## src/rtl/int_ack_master.sv

```systemverilog
// CPU-side interrupt acknowledge master: issues the two-pulse intackN handshake
// to the PIC, captures the vector from the shared bus and counts completed acks.
module int_ack_master #(
  parameter int unsigned PULSE_CYCLES   = 4,
  parameter int unsigned GAP_CYCLES     = 2,
  parameter int unsigned HOLDOFF_CYCLES = 8
) (
  input  logic       MCLK,
  input  logic       reset,
  input  logic       enable,
  input  logic       int_in,
  input  logic [7:0] data_in,
  output logic       intackN,
  output logic [7:0] vector_out,
  output logic       vector_valid,
  output logic       busy,
  output logic [7:0] ack_count
);

  localparam logic [7:0] PULSE_LOAD   = 8'(PULSE_CYCLES - 1);
  localparam logic [7:0] GAP_LOAD     = 8'(GAP_CYCLES - 1);
  localparam logic [7:0] HOLDOFF_LOAD = 8'(HOLDOFF_CYCLES - 1);

  typedef enum logic [2:0] {
    S_IDLE    = 3'd0,
    S_PULSE1  = 3'd1,
    S_GAP     = 3'd2,
    S_PULSE2  = 3'd3,
    S_HOLDOFF = 3'd4
  } state_t;

  state_t     state_q, state_d;
  logic [7:0] cnt_q, cnt_d;
  logic       intackn_q, intackn_d;
  logic [7:0] vector_q, vector_d;
  logic       valid_q, valid_d;
  logic       busy_q, busy_d;
  logic [7:0] count_q, count_d;

  // Next-state, counter and output computation; intackN is decided one edge
  // ahead so the registered pin changes on the same edge as the state.
  always_comb begin
    state_d   = state_q;
    cnt_d     = cnt_q;
    intackn_d = intackn_q;
    vector_d  = vector_q;
    valid_d   = 1'b0;
    count_d   = count_q;
    case (state_q)
      S_IDLE: begin
        if (enable && int_in) begin
          state_d   = S_PULSE1;
          cnt_d     = PULSE_LOAD;
          intackn_d = 1'b0;
        end else begin
          cnt_d     = 8'd0;
          intackn_d = 1'b1;
        end
      end
      S_PULSE1: begin
        if (cnt_q == 8'd0) begin
          state_d   = S_GAP;
          cnt_d     = GAP_LOAD;
          intackn_d = 1'b1;
        end else begin
          cnt_d     = cnt_q - 8'd1;
          intackn_d = 1'b0;
        end
      end
      S_GAP: begin
        if (cnt_q == 8'd0) begin
          state_d   = S_PULSE2;
          cnt_d     = PULSE_LOAD;
          intackn_d = 1'b0;
        end else begin
          cnt_d     = cnt_q - 8'd1;
          intackn_d = 1'b1;
        end
      end
      S_PULSE2: begin
        // Capture edge: the bus carries the vector in the last pulse cycle.
        if (cnt_q == 8'd0) begin
          state_d   = S_HOLDOFF;
          cnt_d     = HOLDOFF_LOAD;
          intackn_d = 1'b1;
          vector_d  = data_in;
          valid_d   = 1'b1;
          if (count_q == 8'hFF) begin
            count_d = count_q;
          end else begin
            count_d = count_q + 8'd1;
          end
        end else begin
          cnt_d     = cnt_q - 8'd1;
          intackn_d = 1'b0;
        end
      end
      S_HOLDOFF: begin
        intackn_d = 1'b1;
        if (cnt_q == 8'd0) begin
          state_d = S_IDLE;
          cnt_d   = 8'd0;
        end else begin
          cnt_d   = cnt_q - 8'd1;
        end
      end
      default: begin
        state_d   = S_IDLE;
        cnt_d     = 8'd0;
        intackn_d = 1'b1;
      end
    endcase
    busy_d = (state_d != S_IDLE);
  end

  // State and output registers; reset forces intackN high immediately.
  always_ff @(posedge MCLK or posedge reset) begin
    if (reset) begin
      state_q   <= S_IDLE;
      cnt_q     <= 8'd0;
      intackn_q <= 1'b1;
      vector_q  <= 8'h00;
      valid_q   <= 1'b0;
      busy_q    <= 1'b0;
      count_q   <= 8'h00;
    end else begin
      state_q   <= state_d;
      cnt_q     <= cnt_d;
      intackn_q <= intackn_d;
      vector_q  <= vector_d;
      valid_q   <= valid_d;
      busy_q    <= busy_d;
      count_q   <= count_d;
    end
  end

  assign intackN      = intackn_q;
  assign vector_out   = vector_q;
  assign vector_valid = valid_q;
  assign busy         = busy_q;
  assign ack_count    = count_q;

endmodule

```

## config.mk

```make
export PLATFORM = sky130hd
export DESIGN_NAME = int_ack_master
export DESIGN_NICKNAME = d
export VERILOG_FILES = /design/src/rtl/int_ack_master.sv
export SDC_FILE = /design/constraint.sdc
export NUM_CORES = 1
export LEC_CHECK = 0
export ABC_AREA = 1
export CAP_MARGIN = 20
export CORE_UTILIZATION = 55
export CTS_BUF_LIST = sky130_fd_sc_hd__clkbuf_8
export CTS_CLUSTER_SIZE = 10
export DETAILED_ROUTE_END_ITERATION = 8
export MAX_ROUTING_LAYER = met4
export PLACE_DENSITY = 0.91
export SYNTH_ARGS = -nofsm -noshare
export SYNTH_HDL_FRONTEND = slang
export SYNTH_SLANG_ARGS = --single-unit
```

## constraint.sdc

```tcl
create_clock -name MCLK -period 4.27 [get_ports MCLK]
set_clock_uncertainty 0.15 [all_clocks]
set_input_delay 0.6405 -clock MCLK [delete_from_list [all_inputs] [get_ports MCLK]]
set_output_delay 0.6405 -clock MCLK [all_outputs]
set_load 0.03 [all_outputs]
```

# Word level (Yosys, flattened, before mapping)
# Index checks and enable logic that the tools add are counted.
# word_totals
register_bits	30
output_inout_bits	19
word_cells	39
# op_classes
addsub	2
eq_ne	5
muxes	17
bitwise_logic	1
n_reduce_logical	7
# ops
op	n
one-hot mux 8 bit (5 select lines)	1
two-way mux 8 bit	4
two-way mux 3 bit	5
one-hot mux 3 bit (5 select lines)	1
adder 8 x 1 -> 8 bit (second input constant)	1
== test 8 bit (second input constant)	1
zero test 8 bit	1
subtractor 8 x 1 -> 8 bit (second input constant)	1
== test 3 x 2 -> 1 bit (second input constant)	2
two-way mux 1 bit	4
== test 3 x 1 -> 1 bit (second input constant)	1
== test 3 bit (second input constant)	1
zero test 3 bit	1
one-hot mux 1 bit (3 select lines)	1
AND reduction 3 bit	1
nonzero test 3 bit	1
two-way mux 2 bit	1
AND reduction 2 bit	1
OR reduction 2 bit	1
logical AND 1 bit	1
inverter 1 bit	1

# Longest topological paths before layout
# logic_depth
ltp_word	4
depth_mapped	9

# Least setup slack after synthesis
# No wires, ideal clock.
# synth_timing
kind	register to register
start	register cnt_q[0]
end	register count_q[2] (netlist: ack_count[2])
setup_ps	122
t_arrival_ps	1284
t_required_ps	3998
setup_slack_ps	2714
path_stages_with_launch	9
path_buffers	1
period_less_slack_ps	1556
path_cell_list	dfrtp_1 > inv_1 > ha_1 > nand3_1 > nor2_4 > nand3_4 > buf_6 > nand2_1 > o21ai_2
# synth_via
elab_chain_cells	2
# synth_lines
item	line_no	text
start, declared	33	logic [7:0] cnt_q, cnt_d;
start signal, assigned	128	cnt_q <= cnt_d;
zero test 8 bit	82	if (cnt_q == 8'd0) begin
AND reduction 3 bit (no source line)	n/a	
end signal, assigned	133	count_q <= count_d;
end, declared	38	logic [7:0] count_q, count_d;
# No other way between the ends.
# A chain may end at the register's enable or synchronous reset.

# Worst setup path after layout
# layout_timing
start	register intackn_q (netlist: intackN)
end	output intackN
# layout_lines
item	line_no	text
start, declared	34	logic intackn_q, intackn_d;
start signal, assigned	129	intackn_q <= intackn_d;
end, declared	13	output logic intackN,
# No word-level cell between the ends.

==> impl_metrics.ini <==
[outcome]
outcome = finished, final reports clean

[cts]
cts.sink_count = 30
clk_pin_slew_ps = 60
hold_buffers = 0
cts_buffers = 5
insertion_delay_ps = 270
root_buffer = clkbuf_8
htreeDepth = 2
cts_setup_buffers = 0
cts-resized-gates = 0
cts_tree = yes
cts_buffer_depth = 2

[power_and_ir_drop]
power.total_w = 0.00129
p_leak_nw = 0.970
ir_worst_vdd_mv = 0.481
power_density_mw_per_mm2 = 660

[placement]
hpwl_um = 2010
placed_cells = 243
place_area_mm2 = 0.00184
gp_congestion = 0.855
io_buffers = 30

[final_layout]
antenna_cells = 0
design_area_mm2 = 0.00195
layout-drive-gt1-share_pct = 11.3
regArea_um2 = 752
multi_input_area_um2 = 659
final_common_cell = nand2_1
nFillCells = 192
final_nets = 236
area_growth_pct = 26.7
final_cell_mix = nand2_1, clkdlybuf4s50_1, dfrtp_1, inv_1, nor2_1
instances_no_fill = 252

[sta]
slew_violations = 0
worst_pin_slew_ps = 569
maxSlewHeadroom_pct = 62.0
fin_tns_setup_ps = 0
period_needed_ps = 2230
hold_violations = 0
finalSetupViolCount = 0
fmax_mhz = 449
post-route-period-util_pct = 52.1
rsz0062_at_grt = no

[setup_path]
crit_path_top_delay_cell = clkdlybuf4s50_1
worstPathCellList = clkdlybuf4s50_1
cp_num_buf_inv = 1
critical-path-max-stage-delay_ps = 660
cp_top_family = buffers and inverters
arrival_ps = 1430
critPathKind = reg -> out
start_kind = flop
cp-end-kind = output port
cp_max_fo = 1
critPathRequiredTime_ps = 3480

[global_route]
grt_overflow_total = 0
grt_start_max_net_pins = 31
grt_usage_pct = 22.1
grt_pass1_vias = 1061
grt_pass1_wl_um = 4440
antenna_found_initial = 0

[drt]
finalWirelength_um = 2680
dr.pass1.iters = 4
drt_iter0_drc = 19
drc = 0
vias = 1233
via_per_inst = 4.89
wl_per_cell_um = 10.6
antenna_left = 0

[logic_synthesis]
synth_nets = 201
syn_area_mm2 = 0.00154
synth_seq_cells = 30
syn_area_per_cell_um2 = 8.27
ys_seq_area_share_pct = 48.9
ys_types = 23
synthCells = 186
yosys_warnings = 0

[flow_run]
drv_cap = 0

[die]
io_pins = 31
core_area_mm2 = 0.00257
die_w_um = 54.9
rows = 18
die-area_mm2 = 0.00301
start_util_pct = 59.9
die_h_um = 54.9

[worst_hold_path]
min_path_type = reg -> reg
==> routing by layer <==
metal / vias up / GRT usage (%) / share of wire (%)
li1: 638 / - / -
met1: 563 / 27.2 / 47
met2: 27 / 33.7 / 48
met3: 5 / 5.74 / 3.6
met4: 0 / 11.3 / 1.8
met5: - / - / 0
==> cells in the mapped netlist <==
library cell,number,area [um2]
inv_2,3,11.3
o22ai_1,1,6.26
nor2_1,13,48.8
dfstp_2,1,26.3
o21ai_2,3,26.3
ha_1,3,37.5
nand2_1,67,251
dfrtp_1,29,726
a21oi_1,4,20.0
xor2_1,5,43.8
or2_2,2,12.5
nand4_1,1,6.26
nand3_1,10,50.1
o21ai_0,1,5.00
xnor2_1,5,43.8
nand2_2,3,18.8
buf_6,3,33.8
nor2_2,2,12.5
nor2_4,3,33.8
inv_1,22,82.6
nor3_1,3,15.0
nand3_4,1,17.5
nor3_2,1,10.0
==> path summary, 6_finish.rpt <==
| kind | start | end | slack [ps] | cells past startpoint |
|---|---|---|---|---|
| worst min-delay path | vector_out[3] | vector_out[3] | 320 | 2 |
| min in group asynchronous | reset | ack_count[5] | 570 | 2 |
| worst min register to register | vector_out[3] | vector_out[3] | 320 | 2 |
| max in group asynchronous | reset | intackN | 2840 | 3 |
| worst max register to register | cnt_q[0] | vector_out[5] | 2460 | 9 |
| worst max-delay path | intackN | intackN | 2040 | 1 |
==> power by group <==
part	internal, W	total [W]	switching [W]
clock network	0.000108	0.000202	0.0000940
logic	0.000243	0.000615	0.000372
registers	0.000390	0.000470	0.0000804
==> metrics by stage <==
step | setup slack, ps | hold slack (ps) | util [%]
floorplan | 2710 | 354 | -
global placement | 2180 | 309 | 71.8
detailed placement | 2120 | 312 | 71.8
CTS | 2030 | 328 | 74.9
global route | 2010 | 342 | 76.0
finish | 2040 | 323 | 76.0
==> registers in the layout, summed over array words and instances (netlist names) <==
name          cells
ack_count         8
cnt_q             8
vector_out        8
state_q           3
busy              1
intackN           1
vector_valid      1
==> logic make-up after synthesis <==
family,synth area share [%]
AND/OR/NAND/NOR,31.0
XOR/XNOR,5.69
adder cells (fa/ha/maj),2.44
flip-flops,48.9
buffers and inverters,8.29
AO/OA/AOI/OAI,3.74
==> final cells by class <==
cell class / instances / share of cell area [%]
inverters: 25 / 4.81
clock buffers: 5 / 3.53
multi-input cells: 128 / 33.8
flip-flops and latches: 30 / 38.6
clock inverters: 3 / 0.577
repair buffers: 31 / 16.8
well taps: 30 / 1.92
No activity file was read; power rests on OpenSTA's default activity.
